**src/rtl/pcd_pause_n_generator.sv**
```systemverilog
// pcd_pause_n_generator: Modified Miller encoder for ISO 14443A PCD at 106 kbit/s.
// It turns SOC/0/1/EOC symbols into the carrier-pause envelope pause_n. One clk cycle is one fc.
module pcd_pause_n_generator #(
   parameter int BIT_PERIOD_FC = 128,
   parameter int PAUSE_LEN_FC  = 32
) (
   input  logic       clk,
   input  logic       rst_n,
   input  logic       in_valid,
   input  logic [1:0] in_sym,
   output logic       in_ready,
   output logic       pause_n,
   output logic       busy,
   output logic       underflow,
   output logic       error
);
   localparam int CW   = $clog2(BIT_PERIOD_FC);
   localparam int HALF = BIT_PERIOD_FC / 2;
   localparam logic [CW-1:0] LAST = CW'(BIT_PERIOD_FC - 1);
   localparam logic [1:0] SYM_0 = 2'd0, SYM_1 = 2'd1, SYM_SOC = 2'd2, SYM_EOC = 2'd3;

   if (BIT_PERIOD_FC % 2 != 0 || BIT_PERIOD_FC < 8 || PAUSE_LEN_FC < 1 || PAUSE_LEN_FC >= HALF) begin : g_param_chk
      $fatal(1, "pcd_pause_n_generator: illegal BIT_PERIOD_FC/PAUSE_LEN_FC");
   end

   typedef enum logic [1:0] {IDLE, BIT, EOC_Y} state_t;
   typedef enum logic [1:0] {SEQ_Y, SEQ_Z, SEQ_X} seq_t;

   state_t state, state_n;
   seq_t seq, seq_n;
   logic [CW-1:0] cnt, cnt_n;
   logic prev_zero, pz_n, eoc_pend, eoc_n, busy_n, uf_n, err_n, pn_n, acc, last;

   function automatic logic pause_val(seq_t s, logic [CW-1:0] c);
      int ci;
      ci = int'(c);
      return !((s == SEQ_Z && ci < PAUSE_LEN_FC) ||
               (s == SEQ_X && ci >= HALF && ci < HALF + PAUSE_LEN_FC));
   endfunction

   assign last     = cnt == LAST;
   assign in_ready = state == IDLE || (state == BIT && last && !eoc_pend);
   assign acc      = in_valid && in_ready;

   always_comb begin
      state_n = state;
      seq_n   = seq;
      cnt_n   = (state == IDLE || last) ? cnt : cnt + 1'b1;
      pz_n    = prev_zero;
      eoc_n   = eoc_pend;
      busy_n  = busy;
      uf_n    = 1'b0;
      err_n   = 1'b0;
      if (state == IDLE) begin
         if (acc && in_sym == SYM_SOC) begin
            state_n = BIT;
            seq_n   = SEQ_Z;
            cnt_n   = '0;
            pz_n    = 1'b1;
            eoc_n   = 1'b0;
            busy_n  = 1'b1;
         end else if (acc) begin
            err_n = 1'b1;
         end
      end else if (state == BIT && last) begin
         cnt_n = '0;
         if (eoc_pend) begin
            // the EOC's logic 0 has just finished; one trailing Y period follows
            state_n = EOC_Y;
            seq_n   = SEQ_Y;
            eoc_n   = 1'b0;
         end else if (!acc) begin
            state_n = IDLE;
            busy_n  = 1'b0;
            uf_n    = 1'b1;
         end else if (in_sym == SYM_SOC) begin
            state_n = IDLE;
            busy_n  = 1'b0;
            err_n   = 1'b1;
         end else if (in_sym == SYM_1) begin
            seq_n = SEQ_X;
            pz_n  = 1'b0;
         end else begin
            seq_n = prev_zero ? SEQ_Z : SEQ_Y;
            pz_n  = 1'b1;
            eoc_n = in_sym == SYM_EOC;
         end
      end else if (state == EOC_Y && last) begin
         state_n = IDLE;
         cnt_n   = '0;
         busy_n  = 1'b0;
      end
      pn_n = (state_n == BIT) ? pause_val(seq_n, cnt_n) : 1'b1;
   end

   always_ff @(posedge clk or negedge rst_n) begin
      if (!rst_n) begin
         state     <= IDLE;
         seq       <= SEQ_Y;
         cnt       <= '0;
         prev_zero <= 1'b0;
         eoc_pend  <= 1'b0;
         pause_n   <= 1'b1;
         busy      <= 1'b0;
         underflow <= 1'b0;
         error     <= 1'b0;
      end else begin
         state     <= state_n;
         seq       <= seq_n;
         cnt       <= cnt_n;
         prev_zero <= pz_n;
         eoc_pend  <= eoc_n;
         pause_n   <= pn_n;
         busy      <= busy_n;
         underflow <= uf_n;
         error     <= err_n;
      end
   end

   logic unused_sym0;
   assign unused_sym0 = SYM_0 == 2'd0;
endmodule

```
**config.mk**
```make
export PLATFORM = sky130hd
export DESIGN_NAME = pcd_pause_n_generator
export DESIGN_NICKNAME = d
export VERILOG_FILES = /design/src/rtl/pcd_pause_n_generator.sv
export SDC_FILE = /design/constraint.sdc
export NUM_CORES = 1
export LEC_CHECK = 0
export ABC_CLOCK_PERIOD_IN_PS = 2700
export CELL_PAD_IN_SITES_DETAIL_PLACEMENT = 1
export CELL_PAD_IN_SITES_GLOBAL_PLACEMENT = 1
export CORE_ASPECT_RATIO = 1.25
export CORE_MARGIN = 1
export CORE_UTILIZATION = 30
export DETAILED_ROUTE_END_ITERATION = 12
export PLACE_DENSITY_LB_ADDON = 0.2
export SLEW_MARGIN = 20
export SYNTH_ARGS = -nofsm -noshare
export SYNTH_HDL_FRONTEND = slang
export SYNTH_SLANG_ARGS = --single-unit
```
**constraint.sdc**
```tcl
create_clock -name clk -period 2.7 [get_ports clk]
set_input_delay 0.81 -clock clk [delete_from_list [all_inputs] [get_ports clk]]
set_output_delay 0.81 -clock clk [all_outputs]
set_load 0.05 [all_outputs]
```
; ---- After elaboration in Yosys (flattened, before gate mapping)
; Index checks and enable logic that the tools add are counted.
[classes]
n_eq_ne = 14
n_bitwise = 0
order_cmp = 3
shifts = 0
n_addsub = 1
n_reduce_logical = 20
div_mod_pow = 0
n_mux = 52
n_mul = 0
[op_table]
columns = cell, count
row1 = 2-to-1 mux 7 bit, 5
row2 = 2-to-1 mux 1 bit, 33
row3 = 2-to-1 mux 2 bit, 14
row4 = "== test 2 x 1 -> 1 bit, second input constant", 4
row5 = "== test 2 bit, second input constant", 4
row6 = logical AND 1 bit, 8
row7 = "adder 7 x 1 -> 7 bit, second input constant", 1
row8 = "== test 7 bit, second input constant", 1
row9 = ">= comparator 7 bit, second input constant", 1
row10 = "< comparator 7 x 6 -> 1 bit, second input constant", 1
row11 = "< comparator 7 bit, second input constant", 1
row12 = AND reduction 5 bit, 1
row13 = "!= test 2 x 1 -> 1 bit, second input constant", 2
row14 = "!= test 4 bit, second input constant", 1
row15 = AND reduction 4 bit, 1
row16 = nonzero test 2 bit, 2
row17 = logical OR 1 bit, 3
row18 = "!= test 3 bit, second input constant", 1
row19 = nonzero test 3 bit, 1
row20 = logical NOT 1 bit, 2
row21 = logical NOT 2 bit, 1
row22 = "!= test 2 bit, second input constant", 1
row23 = AND reduction 2 bit, 1
[word_totals]
mem_count = 0
elab_cells = 99
inputBits = 5
ramBits = 0
latchBits = 0
reg_bits = 17
romBits = 0
out_inout_bits = 5

; ---- Longest topological paths before layout
[depth]
depth_word = 15
ltp_mapped = 8
ltp_nobuf = 7

; ---- Least setup slack after synthesis
; No wires, ideal clock.
[synth_path]
path_kind = reg2out
from = register cnt[0]
to = output in_ready
required_ns = 1.890
arrival_ns = 1.892
stages_incl_launch_ff = 7
path_slack_ns = -0.002
n_path_buf = 1
path_cell_list = dfrtp_1 -> ha_1 -> and3_4 -> nand4_4 -> buf_4 -> o21a_1 -> nor2_1
[synth_via]
elab_chain_cells = 4
[synth_rtl]
columns = item, line_no
row1 = from (decl), 31  ; logic [CW-1:0] cnt, cnt_n;
row2 = from (signal assigned), 110  ; cnt <= cnt_n;
row3 = == test 7 bit, 41  ; assign last = cnt == LAST;
row4 = logical AND 1 bit (2 in series), 42  ; assign in_ready = state == IDLE || (state == BIT && last && !eoc_pend);
row5 = logical OR 1 bit, 42
row6 = to (decl), 11  ; output logic in_ready,
; Every way passes these cells.

; ---- Worst setup path after layout
[layout_path]
from = input in_valid
to = register pause_n
[layout_via]
elab_chain_cells = 11
elab_cells_between_ends = 26
cone_classes = 3 x order compare / 3 x eq/ne / 13 x mux / 7 x reduce/logical
[layout_rtl]
columns = item, line_no
row1 = from (decl), 9  ; input logic in_valid,
row2 = logical AND 1 bit (*), 43  ; assign acc = in_valid && in_ready;
row3 = "parallel branches: the longest is 9 deep, another holds >= comparator 7 bit", --
row4 = 2-to-1 mux 1 bit (*), 93  ; pn_n = (state_n == BIT) ? pause_val(seq_n, cnt_n) : 1'b1;
row5 = net pn_n, 32  ; logic prev_zero, pz_n, eoc_pend, eoc_n, busy_n, uf_n, err_n, pn_n, acc, last;
row6 = to (signal assigned), 113  ; pause_n <= pn_n;
row7 = to (decl), 12  ; output logic pause_n,
; Mark *: on every way through the listed nets, which the timed path passes.
; A chain may end at the register's enable or synchronous reset.

==> impl_results.md <==
* Grt total ovfl at 0
* Core area at 0.00303 mm2
* Async S/R FF share, synth at 1.00
* Slowest-stage cell, CP: o41a_1
* Final setup viols at 0
* FILL cells at around 360
* R2r setup slk at 0.24 ns
* Stages on worst setup path at 7
* Register area share after synthesis at 0.434
* Placed instance area at 0.00121 mm2
* Worst slew pin tran at around 0.5 ns
* Max IR drop VDD at approximately 0.00033 V
* DRT iter0 DRCs at 8
* Clock skew at 0.00408 ns
* Clock Pin Slew Worst Setup and Hold Paths at approximately 0.11 ns
* Worst Setup SP: in_valid
* Distinct cell type count after synthesis at 40
* Die Ht at 66.0 um
* CTS root buf: clkbuf_4
* Drt first pass iters at 4
* Seq cells post-synth at 17
* Count leader, synth: dfrtp_1
* Worst setup path end: pause_n$_DFF_PN1_
* Layout cells sized above 1 at 0.246
* Hold Vio Cnt, Final at 0
* Worst Path Required at 2.92 ns
* Static leakage at slightly below 0.6 nW
* CP Capture Type: register
* Cell Chain, Critical Path: clkdlybuf4s50_1, and2b_2, nand2_1, a32oi_1, o41a_1, or3_1, a2111o_1
* Crit path DAT at 2.81 ns
* CTS tree: built
* Share of the synthesized area in the top cell type at 0.407
* Post-synthesis average cell area at approximately 9.4 um2
* DR WL/cell at 15.2 um
* First-pass GRT wire length at between 4000 and 5000 um
* Cells after Synth at 105
* Hold slack at about 0.57 ns
* PortBufs at 9
* Vias in the first global route at roughly 1,000
* YS warnings at 0
* Max transition margin at 0.665
* Reg2reg end: pause_n$_DFF_PN1_
* Largest net degree at the start of global routing at 18
* Row count at 22
* Post-Route WL at 2520 um
* F_max at 386 MHz
* Delay-heaviest family, CP: compound AO/OA/AOI/OAI gates
* Number of synthesized flops with an enable pin at 0
* Placer Congestion at 0.765
* Mapped cell area at 983 um2
* Num ports at 10
* Final period util at 0.960
* Maximum fanout along the worst path at 3
* Synthesis-to-layout area growth at 27.1%
* Vias at 882
* Syn nets at 111
* Layout net count at ~140
* Clock Path Buffers at 2
* Synth area leader: dfrtp_1
* Initial Utilization at 0.325
* Startpoint types: input port
* Total track usage at 0.169
* Worst r2r src: cnt[0]$_DFF_PN0_
* Initial antenna violation count at 0
* Diode count at 0
* CP peak stage delay at around 0.44 ns
* Die ar. at around 0.0035 mm2
* PD cells at approximately 660 mW/mm2
* Setup TNS at 0 ns
* Worst hold path type: reg2reg
* H-tree depth at 1
* Status: completed
* Final instance area at 0.00125 mm2
* Sink Count at 17
* Hpwl dp at 1910 um
* RSZ-0062 raised after global routing: false
* Max-Cap Viols at 0
* Synth top cells by count: 16 x dfrtp_1, 12 x nor2_1, 8 x nand2_1
* Die Wd at around 53 um
* Avg Vias per Cell at 5.31
* Final Util at 0.413
* Post-route minimum period at 2.59 ns
* DRC Markers at 0
* Num CTS Buffers at 3
* R2R depth at 7
* Worst path bufs/invs at 1
* Slew Viols, Final at 0
* Ys flop type: dfrtp_1
* Kind of critical path: in2reg
* Worst-Skew Late Latency at 0.29 ns
* Post-DRT Antenna Nets at 0
* Top cells by area, synth: dfrtp_1 41%, nor2_1 4.6%, a21oi_1 3.6%, nand2b_1 3.2%, nand2_1 3.1%
-- worst min-delay path, cell delays in order, from the launching register on --
cell	delay, ns
dfrtp_1	0.39
o22ai_1	0.08
o21ai_0	0.07
-- report_power, final --
part	internal (W)	total [W]	switching (W)
Clock	0.0000550	0.000138	0.0000827
Combinational	0.000132	0.000273	0.000141
Sequential	0.000324	0.000411	0.0000871
Total	0.000510	0.000821	0.000311
-- metrics by stage --
stage          setup slack (ns)  power, W  std cells
3_5_place_dp             -0.284  0.000693        161
3_3_place_gp             -0.232  0.000684        161
4_1_cts                  0.0224  0.000837        166
6_report                  0.107  0.000821        166
2_1_floorplan             0.219  0.000588        105
5_1_grt                 0.00910  0.000893        166
-- what timing repair did --
| item | CTS | global route |
|---|---|---|
| gates cloned | 0 | 0 |
| setup endpoints to repair | 1 | 1 |
| gates resized for setup | 0 | 2 |
| hold buffers | 0 | 0 |
| pin swaps | 0 | 1 |
| buffers inserted | 1 | 0 |
-- placed cells by master (no fill, tap or decap), drive strengths merged, types with 2 or more instances in the layout --
| cell | instances |
|---|---|
| o211ai | 2 |
| dlymetal6s2s | 2 |
| nand2b | 5 |
| and2b | 2 |
| a21oi | 7 |
| nand4 | 4 |
| clkdlybuf4s50 | 6 |
| o21ai | 5 |
| inv | 5 |
| buf | 16 |
| dfrtp | 16 |
| nor2b | 2 |
| mux2i | 2 |
| and3 | 3 |
| nor3 | 4 |
| clkbuf | 3 |
| nor2 | 13 |
| xor2 | 3 |
| nand3 | 3 |
| nand2 | 8 |
| o22ai | 3 |
-- cell type report --
| class | count | area (um2) | share of cell area |
|---|---|---|---|
| Tap cell | 36 | 45.0 | 0.0360 |
| Clock buffer | 3 | 22.5 | 0.0180 |
| Timing Repair Buffer | 24 | 218 | 0.174 |
| Multi-Input combinational cell | 80 | 514 | 0.411 |
| Sequential cell | 17 | 427 | 0.341 |
| Inverter | 5 | 18.8 | 0.0150 |
| Clock inverter | 1 | 5.00 | 0.00400 |
-- state kept, by name (all words and copies together) (netlist names) --
name       cells
busy           1
pause_n        1
underflow      1
cnt            7
state          2
seq            2
error          1
eoc_pend       1
prev_zero      1
-- metal layers --
layer | up-vias | track usage | part of all wire
met5 | - | 0 | 0
met4 | 0 | 0.0461 | 0.0056
met3 | 2 | 0.0230 | 0.023
met2 | 9 | 0.316 | 0.55
met1 | 443 | 0.193 | 0.42
li1 | 428 | - | -
-- cell families after synthesis --
logic type | Yosys count | share of synthesized area
and+or+nand+nor | 48 | 0.282
muxes | 2 | 0.0204
DFF | 17 | 0.434
adders and majority gates | 1 | 0.0127
xor gates and xnor gates | 4 | 0.0356
buffers and inverters | 8 | 0.0458
AOI/OAI and AO/OA | 25 | 0.169
-- worst min-delay path by stage --
| stage | slack (ns) | cells after the start | endpoint | startpoint |
|---|---|---|---|---|
| after floorplan | 0.51 | 0 | busy$_DFFE_PN0P_ | rst_n |
| after global placement | 0.53 | 2 | busy$_DFFE_PN0P_ | busy$_DFFE_PN0P_ |
| after detailed placement | 0.55 | 2 | busy$_DFFE_PN0P_ | busy$_DFFE_PN0P_ |
| after CTS | 0.57 | 2 | busy$_DFFE_PN0P_ | busy$_DFFE_PN0P_ |
| after global routing | 0.64 | 2 | busy$_DFFE_PN0P_ | busy$_DFFE_PN0P_ |
| final | 0.57 | 2 | busy$_DFFE_PN0P_ | busy$_DFFE_PN0P_ |
No activity file was read; power rests on OpenSTA's default activity.
==> edit 1 (same settings) <==
Re-encode `state_t` (3 states) as one-hot, 3 bits wide.
--- a/src/rtl/pcd_pause_n_generator.sv
+++ b/src/rtl/pcd_pause_n_generator.sv
@@ -25,3 +25,3 @@
 
-   typedef enum logic [1:0] {IDLE, BIT, EOC_Y} state_t;
+   typedef enum logic [2:0] {IDLE = 3'b001, BIT = 3'b010, EOC_Y = 3'b100} state_t;
    typedef enum logic [1:0] {SEQ_Y, SEQ_Z, SEQ_X} seq_t;
Function: same outputs for any inputs over 10 cycles, from zero or initial values and one cycle with rst_n low; not proved beyond that.
==> edit 1 against the original RTL <==
  * The run now ends with design-rule violations left
  * Via count is 17% higher
  * Final cell count is 10% higher
  * Final area is 13% higher
  * Sequential cell count is 1 higher
  * Combinational power is 71% higher
  * Routed wire length is 23% higher
  * Total power is 35% higher
  * Global-route usage is 0.24 points higher
  * Die area is 16% higher
  * Worst setup slack better by 39 ps
  * Non-clock buffer count is 3 lower
  * Synthesized cell count is 18% higher
  * Area after synthesis is 17% higher
  * Largest cell class unchanged
==> edit 1: results (changes against the original RTL) <==
stage;metric;value;unit;change
cts;CTS clk-pin slew, worst paths;70;ps;-40 ps
status;status;finished with violations;;
logic_synthesis;post-synthesis compound-gate area fraction;20.8;%;+3.9 points
power;Clock Power Share;17.9;%;+1.1 points
place;HPWL after detailed placement;2.41;mm;+26%
place;placed instance count;179;;+11%
critical_path;Worst Path Max Fanout;5;;+2
drt;DRC;2;;+2
power;Sequential Power;0.447;mW;+8.8%
drt;initial drt markers;16;;+8
finish;Nets;151;;+10%
status;failing checks;design-rule violations;;
cts;post-CTS setup buffer count;0;;-1
power;Leak Pwr;0.588;nW;+0.36%
logic_synthesis;adder-cell share of the synthesized area;1.09;%;-0.18 points
global_routing;first-pass GRT wire length;5.29;mm;+19%
logic_synthesis;Synth top area share;34.8;%;-5.9 points
logic_synthesis;unique cell type count in the Yosys netlist;52;;+30%
logic_synthesis;post-synthesis sequential area ratio;39.4;%;-4.0 points
power;Pint;0.662;mW;+30%
logic_synthesis;Synth area leaders;dfrtp_1, dfstp_2, nor2_1;;
place;placed cell areas;1340;um^2;+11%
logic_synthesis;Mapped Avg Cell Area;9.27;um^2;-0.99%
drt;via count;1030;;+17%
global_routing;largest net degree at the start of global routing;14;;-4
logic_synthesis;synth cell count leaders;dfrtp_1, nor2_1, nand2_1;;
place;placer's final routability congestion estimate;0.787;;+2.8%
==> edit 1: critical path, stage by stage (launching register included) <==
cell	delay (ps)
dfrtp_1	410
ha_2	250
nand4_2	150
o41ai_4	340
and2_4	210
buf_12	130
==> edit 1: final cells by class <==
type / instances / area, um^2
repair buffers: 21 / 190
well taps: 39 / 48.8
flip-flops and latches: 18 / 453
multi-input cells: 94 / 647
inverters: 7 / 26.3
clock buffers: 4 / 45.0
fillers: 419 / 2160
==> edit 1: worst min-delay path by stage <==
| stage | slack, ps | from | end |
|---|---|---|---|
| finish | 490 | busy | busy |
| floorplan | 490 | seq[1] | seq[1] |
| global route | 520 | busy | busy |
| global placement | 460 | busy | busy |
| detailed placement | 470 | busy | busy |
| CTS | 500 | busy | busy |
==> edit 1: metal layers <==
layer / global-route usage [%] / routed length, um / vias to the layer above
li1: - / - / 503
met4: 5.69 / 37 / 0
met1: 22.9 / 1480 / 516
met2: 27.9 / 1510 / 7
met5: 0 / 0 / -
met3: 3.25 / 62 / 4
==> edit 2 (config.mk and constraints unchanged) <==
Made on the original files. Change the parameter `BIT_PERIOD_FC` from 128 to 256.
--- a/src/rtl/pcd_pause_n_generator.sv
+++ b/src/rtl/pcd_pause_n_generator.sv
@@ -3,3 +3,3 @@
 module pcd_pause_n_generator #(
-   parameter int BIT_PERIOD_FC = 128,
+   parameter int BIT_PERIOD_FC = 256,
    parameter int PAUSE_LEN_FC  = 32
Check against the original RTL: same outputs for any inputs over 10 cycles, from zero or initial values and one cycle with rst_n low; that may be too few to reach the edited logic, so the function may still have changed.
==> edit 2 against the original RTL <==
  * Worst setup slack worse by 7.7 ps
  * Total power grew 26%
  * Clock power grew 58%
  * Sequential power rose by 3%
  * Area after synthesis increased by 4.5%
  * Die area up 4.3%
  * Maximum frequency down 0.30%
  * Utilization down 0.64 points
  * Final area rose by 4.8%
  * Clock skew shrank 0.74 ps
  * Sequential cell count is 1 higher
  * First-iteration DRC count decreased by 13%
  * Routed wire length up 4.7%
  * Critical endpoint is now in_ready
==> edit 2: results (changes against the original RTL) <==
stage;metric;value;unit;change
status;status;finished clean;;
cts;Clk Tree Root Cell;clkbuf_8;;
cts;TritonCTS sink count;18;;+1
logic_synthesis;post-synthesis compound-gate area fraction;14.1;%;-2.8 points
power;Leak Pwr;0.604;nW;+3.1%
finish;fillcell total;385;;+6.1%
finish;number of non-clock buffers;23;;-4.2%
finish;Seq/total area;34.5;%;+0.35 points
timing;Clock Skew;3.34;ps;-0.742 ps
cts;clock latency on the worst-skew pair;250;ps;-40 ps
power;peak supply drop;331;uV;+1.3%
finish;Inverters;4;;-1
finish;area of the multi-input gates;537;um^2;+4.4%
global_routing;Total GRT Usage;17.4;%;+0.43 points
finish;P&R area growth vs syn;27.5;%;
drt;initial drt markers;7;;-1
critical_path;crit-path leading delay family;simple AND/OR/NAND/NOR gates;;
critical_path;end point of the critical path;in_ready;;
logic_synthesis;post-synthesis sequential area ratio;44.0;%;+0.59 points
power;Flop pwr share;41.0;%;-9.0 points
logic_synthesis;adder-cell share of the synthesized area;1.22;%;-0.054 points
power;Gate power share;37.9;%;+4.7 points
global_routing;initial antenna violation count;0;;unchanged
place;DP Worst Slack;-33.7;ps;+250 ps
global_routing;vias in the first global route;960;;-3.9%
logic_synthesis;synth cell count leaders;dfrtp_1, nor2_1, nand2_1;;
logic_synthesis;Synth area leaders;dfrtp_1, nor2_1, xnor2_1;;
finish;share of post-route cells with drive strength above 1;22.3;%;-2.3 points
critical_path;cells on worst reg2reg path;8;;+1
finish;clock buffers;4;;+1
drt;Vias/cell;5.32;;+0.19%
global_routing;first-pass GRT wire length;4.44;mm;unchanged
drt;DRT Pass-1 Iters;4;;unchanged
critical_path;r2r setup slk;560;ps;+320 ps
cts;CTS clk-pin slew, worst paths;70;ps;-40 ps
finish;clock network share of area;4.20;%;+2.0 points
global_routing;largest net degree at the start of global routing;11;;-7
critical_path;Worst Setup SP;cnt[1];;
critical_path;Max stage delay on crit path;390;ps;-50 ps
critical_path;Worst Path Max Fanout;5;;+2
critical_path;CP max stage cell;dfrtp_1;;
critical_path;Worst Path Arrival;1790;ps;-1020 ps
finish;multi-input gates;81;;+1.3%
logic_synthesis;multiplexer area fraction after synthesis;2.07;%;+0.035 points
timing;setup slack after layout;99.4;ps;-7.69 ps
place;placer's final routability congestion estimate;0.845;;+10%
logic_synthesis;xor and xnor area share after synthesis;8.53;%;+5.0 points
finish;biggest regs;cnt (8), seq (2), state (2);;
timing;worst slew pin tran;538;ps;+37.4 ps
power;Power Dens Cells;789;nW/um^2;+20%
drt;drt total wl;2.64;mm;+4.7%
finish;buffering overhead;15.7;%;-1.8 points
power;net switching share of the total power;36.7;%;-1.2 points
cts;Num CTS Buffers;3;;unchanged
logic_synthesis;unique cell type count in the Yosys netlist;44;;+10%
logic_synthesis;Post-Syn Nets;113;;+1.8%
[edit 2: stage by stage]
step                      setup TNS (ps)  utilization [%]  std cells  instance area, um^2
after floorplan                        0                -        107                 1030
after global placement                 0             38.2        160                 1230
after detailed placement           -33.7             38.2        160                 1230
after CTS                              0             40.1        165                 1290
after global routing                   0             40.6        167                 1310
final                                  0             40.6        167                 1310
[edit 2: layer usage]
metal / track usage [%] / part of all wire (%)
met5: 0 / 0
met4: 6.41 / 1.6
met3: 2.70 / 1.7
met2: 32.9 / 55
met1: 18.4 / 42
[edit 2: how the worst min path moves through the flow]
stage / from / endpoint / slack, ps / cells after the start
6_report: busy / busy / 520 / 2
5_1_grt: busy / busy / 560 / 2
4_1_cts: busy / busy / 520 / 2
3_5_place_dp: busy / busy / 500 / 2
3_3_place_gp: busy / busy / 500 / 2
2_1_floorplan: prev_zero / prev_zero / 500 / 1
[edit 2: what timing repair did]
action | CTS | global route
endpoints found under the setup margin | 1 | 1
gates resized for setup | 0 | 2
buffers inserted | 1 | 2
